### config.mk
export PLATFORM = sky130hd
export DESIGN_NAME = change_dispenser
export DESIGN_NICKNAME = d
export VERILOG_FILES = /design/src/rtl/change_dispenser.sv
export SDC_FILE = /design/constraint.sdc
export NUM_CORES = 1
export LEC_CHECK = 0
export ABC_AREA = 1
export CORE_AREA = 5 5 66 68
export CTS_CLUSTER_SIZE = 10
export DETAILED_ROUTE_END_ITERATION = 10
export DIE_AREA = 0 0 71 73
export PLACE_DENSITY = 0.78
export REMOVE_ABC_BUFFERS = 1
export SLEW_MARGIN = 20
export SYNTH_ARGS = -nofsm -noshare
export SYNTH_HDL_FRONTEND = slang
export SYNTH_SLANG_ARGS = --single-unit
### constraint.sdc
create_clock -name clk -period 2.7 [get_ports clk]
set_clock_uncertainty 0.05 [all_clocks]
set_input_delay 0.54 -clock clk [delete_from_list [all_inputs] [get_ports clk]]
set_output_delay 0.54 -clock clk [all_outputs]
set_load 0.01 [all_outputs]
### src/rtl/change_dispenser.sv
// change_dispenser: bit-serial credit-minus-price subtractor followed by a
// greedy coin payout over a valid/ready handshake to the coin ejector.
module change_dispenser #(
    parameter int unsigned W = 8
) (
    input  logic         clk,
    input  logic         rst_n,
    input  logic         start,
    input  logic [W-1:0] credit,
    input  logic [W-1:0] price,
    output logic         busy,
    output logic         coin_valid,
    output logic [1:0]   coin_value,
    input  logic         coin_ready,
    output logic         done,
    output logic         insufficient
);

    localparam int unsigned CW = (W > 1) ? $clog2(W) : 1;

    typedef enum logic [1:0] {
        IDLE = 2'd0,
        SUB  = 2'd1,
        DISP = 2'd2,
        FIN  = 2'd3
    } state_t;

    state_t          state;
    state_t          state_nxt;
    logic [W-1:0]    opa;
    logic [W-1:0]    opb;
    logic [W-1:0]    rem;
    logic            borrow;
    logic [CW-1:0]   bit_idx;
    logic            short_flag;

    logic            a_bit;
    logic            b_bit;
    logic            d_bit;
    logic            borrow_nxt;
    logic            last_bit;
    logic            rem_zero;
    logic [W-1:0]    coin_amt;
    logic [1:0]      coin_code;
    logic            take;

    // One full-subtractor slice on the current bit, plus greedy coin selection
    always_comb begin
        a_bit      = opa[bit_idx];
        b_bit      = opb[bit_idx];
        d_bit      = a_bit ^ b_bit ^ borrow;
        borrow_nxt = (~a_bit & b_bit) | (~(a_bit ^ b_bit) & borrow);
        last_bit   = (bit_idx == CW'(W - 1));
        rem_zero   = (rem == '0);
        coin_code  = 2'd0;
        coin_amt   = W'(1);
        if (rem >= W'(25)) begin
            coin_code = 2'd3;
            coin_amt  = W'(25);
        end else if (rem >= W'(10)) begin
            coin_code = 2'd2;
            coin_amt  = W'(10);
        end else if (rem >= W'(5)) begin
            coin_code = 2'd1;
            coin_amt  = W'(5);
        end
        take = (state == DISP) && !rem_zero && coin_ready;
    end

    // State register
    always_ff @(posedge clk) begin
        if (!rst_n) begin
            state <= IDLE;
        end else begin
            state <= state_nxt;
        end
    end

    // Next-state logic; the last accepted coin goes straight to FIN
    always_comb begin
        state_nxt = state;
        case (state)
            IDLE: if (start) state_nxt = SUB;
            SUB:  if (last_bit) state_nxt = borrow_nxt ? FIN : DISP;
            DISP: if (rem_zero || (take && (rem == coin_amt))) state_nxt = FIN;
            FIN:  state_nxt = IDLE;
            default: state_nxt = IDLE;
        endcase
    end

    // Operand latch, serial subtract, remainder payout and shortfall flag
    always_ff @(posedge clk) begin
        if (!rst_n) begin
            opa        <= '0;
            opb        <= '0;
            rem        <= '0;
            borrow     <= 1'b0;
            bit_idx    <= '0;
            short_flag <= 1'b0;
        end else begin
            case (state)
                IDLE: begin
                    if (start) begin
                        opa        <= credit;
                        opb        <= price;
                        rem        <= '0;
                        borrow     <= 1'b0;
                        bit_idx    <= '0;
                        short_flag <= 1'b0;
                    end
                end
                SUB: begin
                    rem[bit_idx] <= d_bit;
                    borrow       <= borrow_nxt;
                    bit_idx      <= bit_idx + CW'(1);
                    if (last_bit) begin
                        short_flag <= borrow_nxt;
                    end
                end
                DISP: begin
                    if (take) begin
                        rem <= rem - coin_amt;
                    end
                end
                FIN: begin
                    short_flag <= 1'b0;
                end
                default: ;
            endcase
        end
    end

    // Output decode from registered state and remainder
    always_comb begin
        busy         = 1'b0;
        coin_valid   = 1'b0;
        coin_value   = 2'd0;
        done         = 1'b0;
        insufficient = 1'b0;
        case (state)
            SUB: busy = 1'b1;
            DISP: begin
                busy       = 1'b1;
                coin_valid = !rem_zero;
                coin_value = rem_zero ? 2'd0 : coin_code;
            end
            FIN: begin
                busy         = 1'b1;
                done         = 1'b1;
                insufficient = short_flag;
            end
            default: ;
        endcase
    end

endmodule

Yosys cells after proc, flatten, opt, wreduce, memory -nomap -nowiden --
Index checks and enable logic that the tools add are counted.
Storage, ports and cells: register bits 31, latch bits 0, RAM bits 0, memory bits (read-only) 0, bits of input ports 20, output and inout bits 6, logic and storage cells 80, memories kept 0
Operators by class: add/subtract/negate cells 2, multiply operators 0, div/mod/pow operators 0, magnitude comparators 5, equal/unequal tests 9, shifts and indexed selects 0, mux-type cells 33, bitwise gates (word level) 7, reductions and logical operators 17
Operators with widths (number):
- $pmux 8 s3 | 1
- $mux 8 | 2
- $mux 2 | 7
- $mux 1 | 11
- $reduce_and 3->1 | 3
- $bwmux 8 | 1
- $eq 8x8->1 | 1
- $ge 8x3->1 const B | 1
- $ge 8x4->1 const B | 1
- $ge 8x5->1 const B | 1
- $logic_not 8->1 | 1
- $pmux 2 s4 | 1
- $sub 8x8->8 | 1
- $bmux 1 s3 | 2
- $mux 3 | 2
- $ne 2x2->1 const B | 3
- $pmux 3 s2 | 1
- $reduce_bool 3->1 | 2
- $mux 5 | 1
- $eq 2x2->1 const B | 2
- $logic_and 1x1->1 | 4
- $lt 3x4->1 const B | 1
- $mux 4 | 1
- $reduce_and 2->1 | 2
- 17 further kinds | 20

Logic depth before layout (Yosys ltp) --
depth in word-level cells 9, mapped depth 18, mapped depth without buffers 18

Least setup slack after synthesis --
No wires, ideal clock.
path kind reg2reg, start register rem[7], end register rem[6], data arrival time 2.191 ns, slack 0.327 ns, stages on the path, launching flop included 19, cells stage by stage dfxtp_1 nor2_1 nand2_1 a31oi_1 inv_1 nor2_1 inv_1 ha_1 fa_1 inv_1 nand2_1 nand2_1 nand3_1 nand2_1 nand2_1 nand3_1 nand2_1 nand2_1 a21oi_1
On the way: longest elaborated chain between the ends 7, elaborated cells on any way between the ends 15, those cells by class 1 x add/sub; 3 x order compare; 1 x eq/ne; 5 x mux; 5 x reduce/logical
RTL lines:
- start, declared | line 32 | logic [W-1:0] rem;
- start signal, assigned by index | line 113 | rem[bit_idx] <= d_bit;
- start signal, assigned | line 122 | rem <= rem - coin_amt;
- $ge 8x3->1 | line 63 | end else if (rem >= W'(5)) begin
- $mux 3 | line 63
- $mux 4 | line 60 | end else if (rem >= W'(10)) begin
- $mux 5 | line 57 | if (rem >= W'(25)) begin
- $sub 8x8->8 | line 122
- $mux 8 | line 121 | if (take) begin
- $pmux 8 s3 | line 101 | case (state)
Parallel ways exist; a longest one is shown, timed or not. The select of a mux whose other input is x is not followed. A chain may end at the register's enable or synchronous reset.

Worst setup path in the final report --
start register rem[7], end output port coin_value[0]
On the way: longest elaborated chain between the ends 6, elaborated cells on any way between the ends 9, those cells by class 3 x order compare; 5 x mux; 1 x reduce/logical
RTL lines:
- $ge 8x3->1 | line 63
- $mux 1 | line 63
- $mux 2 | line 60
- $mux 2 | line 57
- $mux 2 (*) | line 145 | coin_value = rem_zero ? 2'd0 : coin_code;
- $mux 2 (*) | line 140 | case (state)
- end, declared | line 13 | output logic [1:0] coin_value,
Every way passes the cells marked *; elsewhere a longest branch is shown, timed or not.

==> metrics.txt <==
worst endpoint data arrival time 1.91 ns; status finished, final reports clean; share of power burned in the clock network 17.2%; vias in the first global route 1768; final worst setup slack 0.202 ns; clock latency on the worst-skew pair 0.28 ns; launching instance or port of the critical path rem[7]; worst path required time 2.11 ns; leading area contributor after synthesis sky130_fd_sc_hd__dfxtp_1; Antenna Violating Nets Remaining 0; type of the tightest min-delay check reg -> reg; horizontal die dimension 71 um; post-synthesis cell count 292; residual overflow from global routing 0; clock-pin slew of the registers on the worst-case setup and hold paths 0.06 ns; post-placement setup slack 0.102 ns; CTS tree yes; initial core utilization 51.4%; CP max stage cell sky130_fd_sc_hd__clkdlybuf4s50_1; area added between synthesis and finish 23.5%; cell internal pwr 0.00112 W; Core Rows 23; average instance area after synthesis 6.68 sq um; global route hottest layer met2; share of total power in combinational logic 50.2%; cell area after technology mapping 1950 sq um; sequential fraction of the synthesis area 31.8%; portion of the clock cycle consumed by the worst path in the final layout 92.5%; kind of critical path reg -> out; maximum number of buffers from clock root to sink 2; die area 5180 sq um; length in cells of the worst reg-to-reg path 18; number of gates resized after cts 0; iteration-0 DRC count of the detailed router 124; Sequential Power Share 32.6%; placed wire-length estimate after detailed placement 3460 um; Nets 360; DRC Markers 0; pins over their slew limit 0; Slew Limit Headroom 68.2%; worst supply voltage drop on vdd 430 uV; count of different cell masters after synthesis 34; total number of vias 1961; category of the worst setup path capture point output pin; Critical Path Most Common Cell sky130_fd_sc_hd__nor2_2; asr flop ratio synth 0%; commonest cells in the netlist sky130_fd_sc_hd__nand2_1 (58), sky130_fd_sc_hd__nor2_1 (40), sky130_fd_sc_hd__inv_1 (35); maximum fanout encountered on the critical timing path 4; global-route wire length before repair 7470 um; fin crit period 2.50 ns; Synth area leaders sky130_fd_sc_hd__dfxtp_1 (32%), sky130_fd_sc_hd__nand2_1 (11%), sky130_fd_sc_hd__a21oi_1 (7.7%), sky130_fd_sc_hd__ha_1 (7.7%), sky130_fd_sc_hd__nor2_1 (7.7%); number of failing setup endpoints in the final timing report 0; post-route insts no fill 377; leakage power total 1.04 nW; crit start category flop; Post-Route Utilization 63.4%; post-detailed-placement cell area 2300 sq um; post-CTS repair timing setup buffer count 0; average vias per placed instance 5.20; Global Route met3 Usage 4.41%; area of the core 3800 sq um; met1 usage 20.5%; count of maximum capacitance violations 0; antenna violations before repair 0; router iterations before antenna repair 4; # fillers 367; total CTS buffers 5; Setup crit end coin_value[0]; dominant cell by count in the synthesized netlist sky130_fd_sc_hd__nand2_1; dominant register cell in the synthesized netlist sky130_fd_sc_hd__dfxtp_1; overall routed net length 4480 um; actual slew at the worst max-slew pin 0.476 ns; FF-to-FF Start rem[7]; total placed cells including tap cells 369; count of input and output buffers 25; count of flip-flops with a built-in enable after synthesis 0; final hold violation count 0; smallest hold slack 0.398 ns; endpoint of the worst register-to-register path rem[6]; Post-Layout Inst Area 2410 sq um; placer congestion estimate 0.885; Die Height 73 um; Worst path max stage delay 0.54 ns; setup slack on the worst flop-to-flop path 0.22 ns; ordered cell list for the critical path nor2_2 > nand3_2 > nor2_2 > nand2_1 > a21oi_1 > clkdlybuf4s50_1; Fmax achieved 0.400 GHz; root buffer selected by CTS sky130_fd_sc_hd__clkbuf_8; share of cells above drive strength 1 10.7%; cts-stage hold buffer count 0; Top-Level Pins 26; maximum number of pins on one net before global-route repair 20; WL per Instance 11.9 um; number of antenna repair diodes 0; Sw Ratio 43.0%; Max H-tree Level 2; gr usage total 17.8%; power per unit of standard cell area 818 nW/um^2; clock net sink count 31; FF+latch count, synth 31; area share of the largest cell type after synthesis 31.8%; net load switching power 0.000848 W; M2 GR Usage 31.6%; count of warnings emitted by yosys 0
==> routing by layer <==
layer  vias up  part of all wire (%)
li1       1023                     -
met2        65                    48
met3        15                   6.6
met4         0                   2.5
met1       858                    43
met5         -                     0
==> power by group through the flow <==
stage	Sequential, W	Combinational (W)	Clock (W)
final	0.000643	0.000989	0.000340
after global routing	0.000656	0.00113	0.000363
after CTS	0.000639	0.000965	0.000345
after detailed placement	0.000649	0.000959	0
after global placement	0.000643	0.000950	0
after floorplan	0.000629	0.000703	0
==> worst min-delay path by stage <==
stage / cells past startpoint / slack (ns) / end / from
after floorplan: 2 / 0.37 / short_flag / short_flag
after global placement: 2 / 0.39 / short_flag / short_flag
after detailed placement: 2 / 0.39 / short_flag / short_flag
after CTS: 2 / 0.40 / short_flag / short_flag
after global routing: 2 / 0.43 / short_flag / short_flag
final: 2 / 0.40 / short_flag / short_flag
==> flip-flops by register name, indices dropped and copies added, names as in the netlist <==
name	count
opa	8
opb	8
rem	8
bit_idx	3
state	2
borrow	1
short_flag	1
==> cell families (layout without fill, tap and decap cells) <==
logic type	after synthesis	after routing	share of synthesized area (%)
AO/OA/AOI/OAI	70	70	19.4
XOR/XNOR	1	1	0.449
adder cells (fa/ha/maj)	14	14	9.74
buffers and inverters	46	81	9.23
flip-flops	31	31	31.8
AND/OR/NAND/NOR	130	130	29.4
==> per-stage QoR <==
step	setup TNS [ns]	total power, W
floorplan	0	0.00133
global placement	0	0.00159
detailed placement	0	0.00161
CTS	0	0.00195
global route	-0.00627	0.00215
finish	0	0.00197
==> placed cells by master (no fill, tap or decap), types with 4 or more instances in the layout <==
cell                              netlist  layout
sky130_fd_sc_hd__nand3_1               17      17
sky130_fd_sc_hd__nor2_1                40      36
sky130_fd_sc_hd__o21ai_1                3       4
sky130_fd_sc_hd__clkdlybuf4s50_1        0      25
sky130_fd_sc_hd__nand4_1                5       5
sky130_fd_sc_hd__inv_1                 35      35
sky130_fd_sc_hd__o21ai_0               27      26
sky130_fd_sc_hd__ha_1                  12      12
sky130_fd_sc_hd__clkbuf_8               0       5
sky130_fd_sc_hd__dfxtp_1               31      29
sky130_fd_sc_hd__nor2_2                 1       5
sky130_fd_sc_hd__nand2_1               58      57
sky130_fd_sc_hd__buf_4                  1       9
sky130_fd_sc_hd__a21oi_1               30      30
==> critical path, delay by kind of cell (launching register included) <==
kind	cells	cell delay, ns
and+or+nand+nor	4	0.61
buffers and inverters	1	0.54
DFF	1	0.34
AOI/OAI and AO/OA	1	0.15
==> layout make-up <==
type / instances / area (sq um) / share of cell area, %
flip-flops and latches: 31 / 623 / 25.9
clock inverters: 1 / 5.00 / 0.208
repair buffers: 34 / 318 / 13.2
well taps: 50 / 62.6 / 2.60
multi-input cells: 215 / 1180 / 48.9
clock buffers: 7 / 76.3 / 3.17
inverters: 39 / 146 / 6.07
Power figures use the tool's default switching activity.
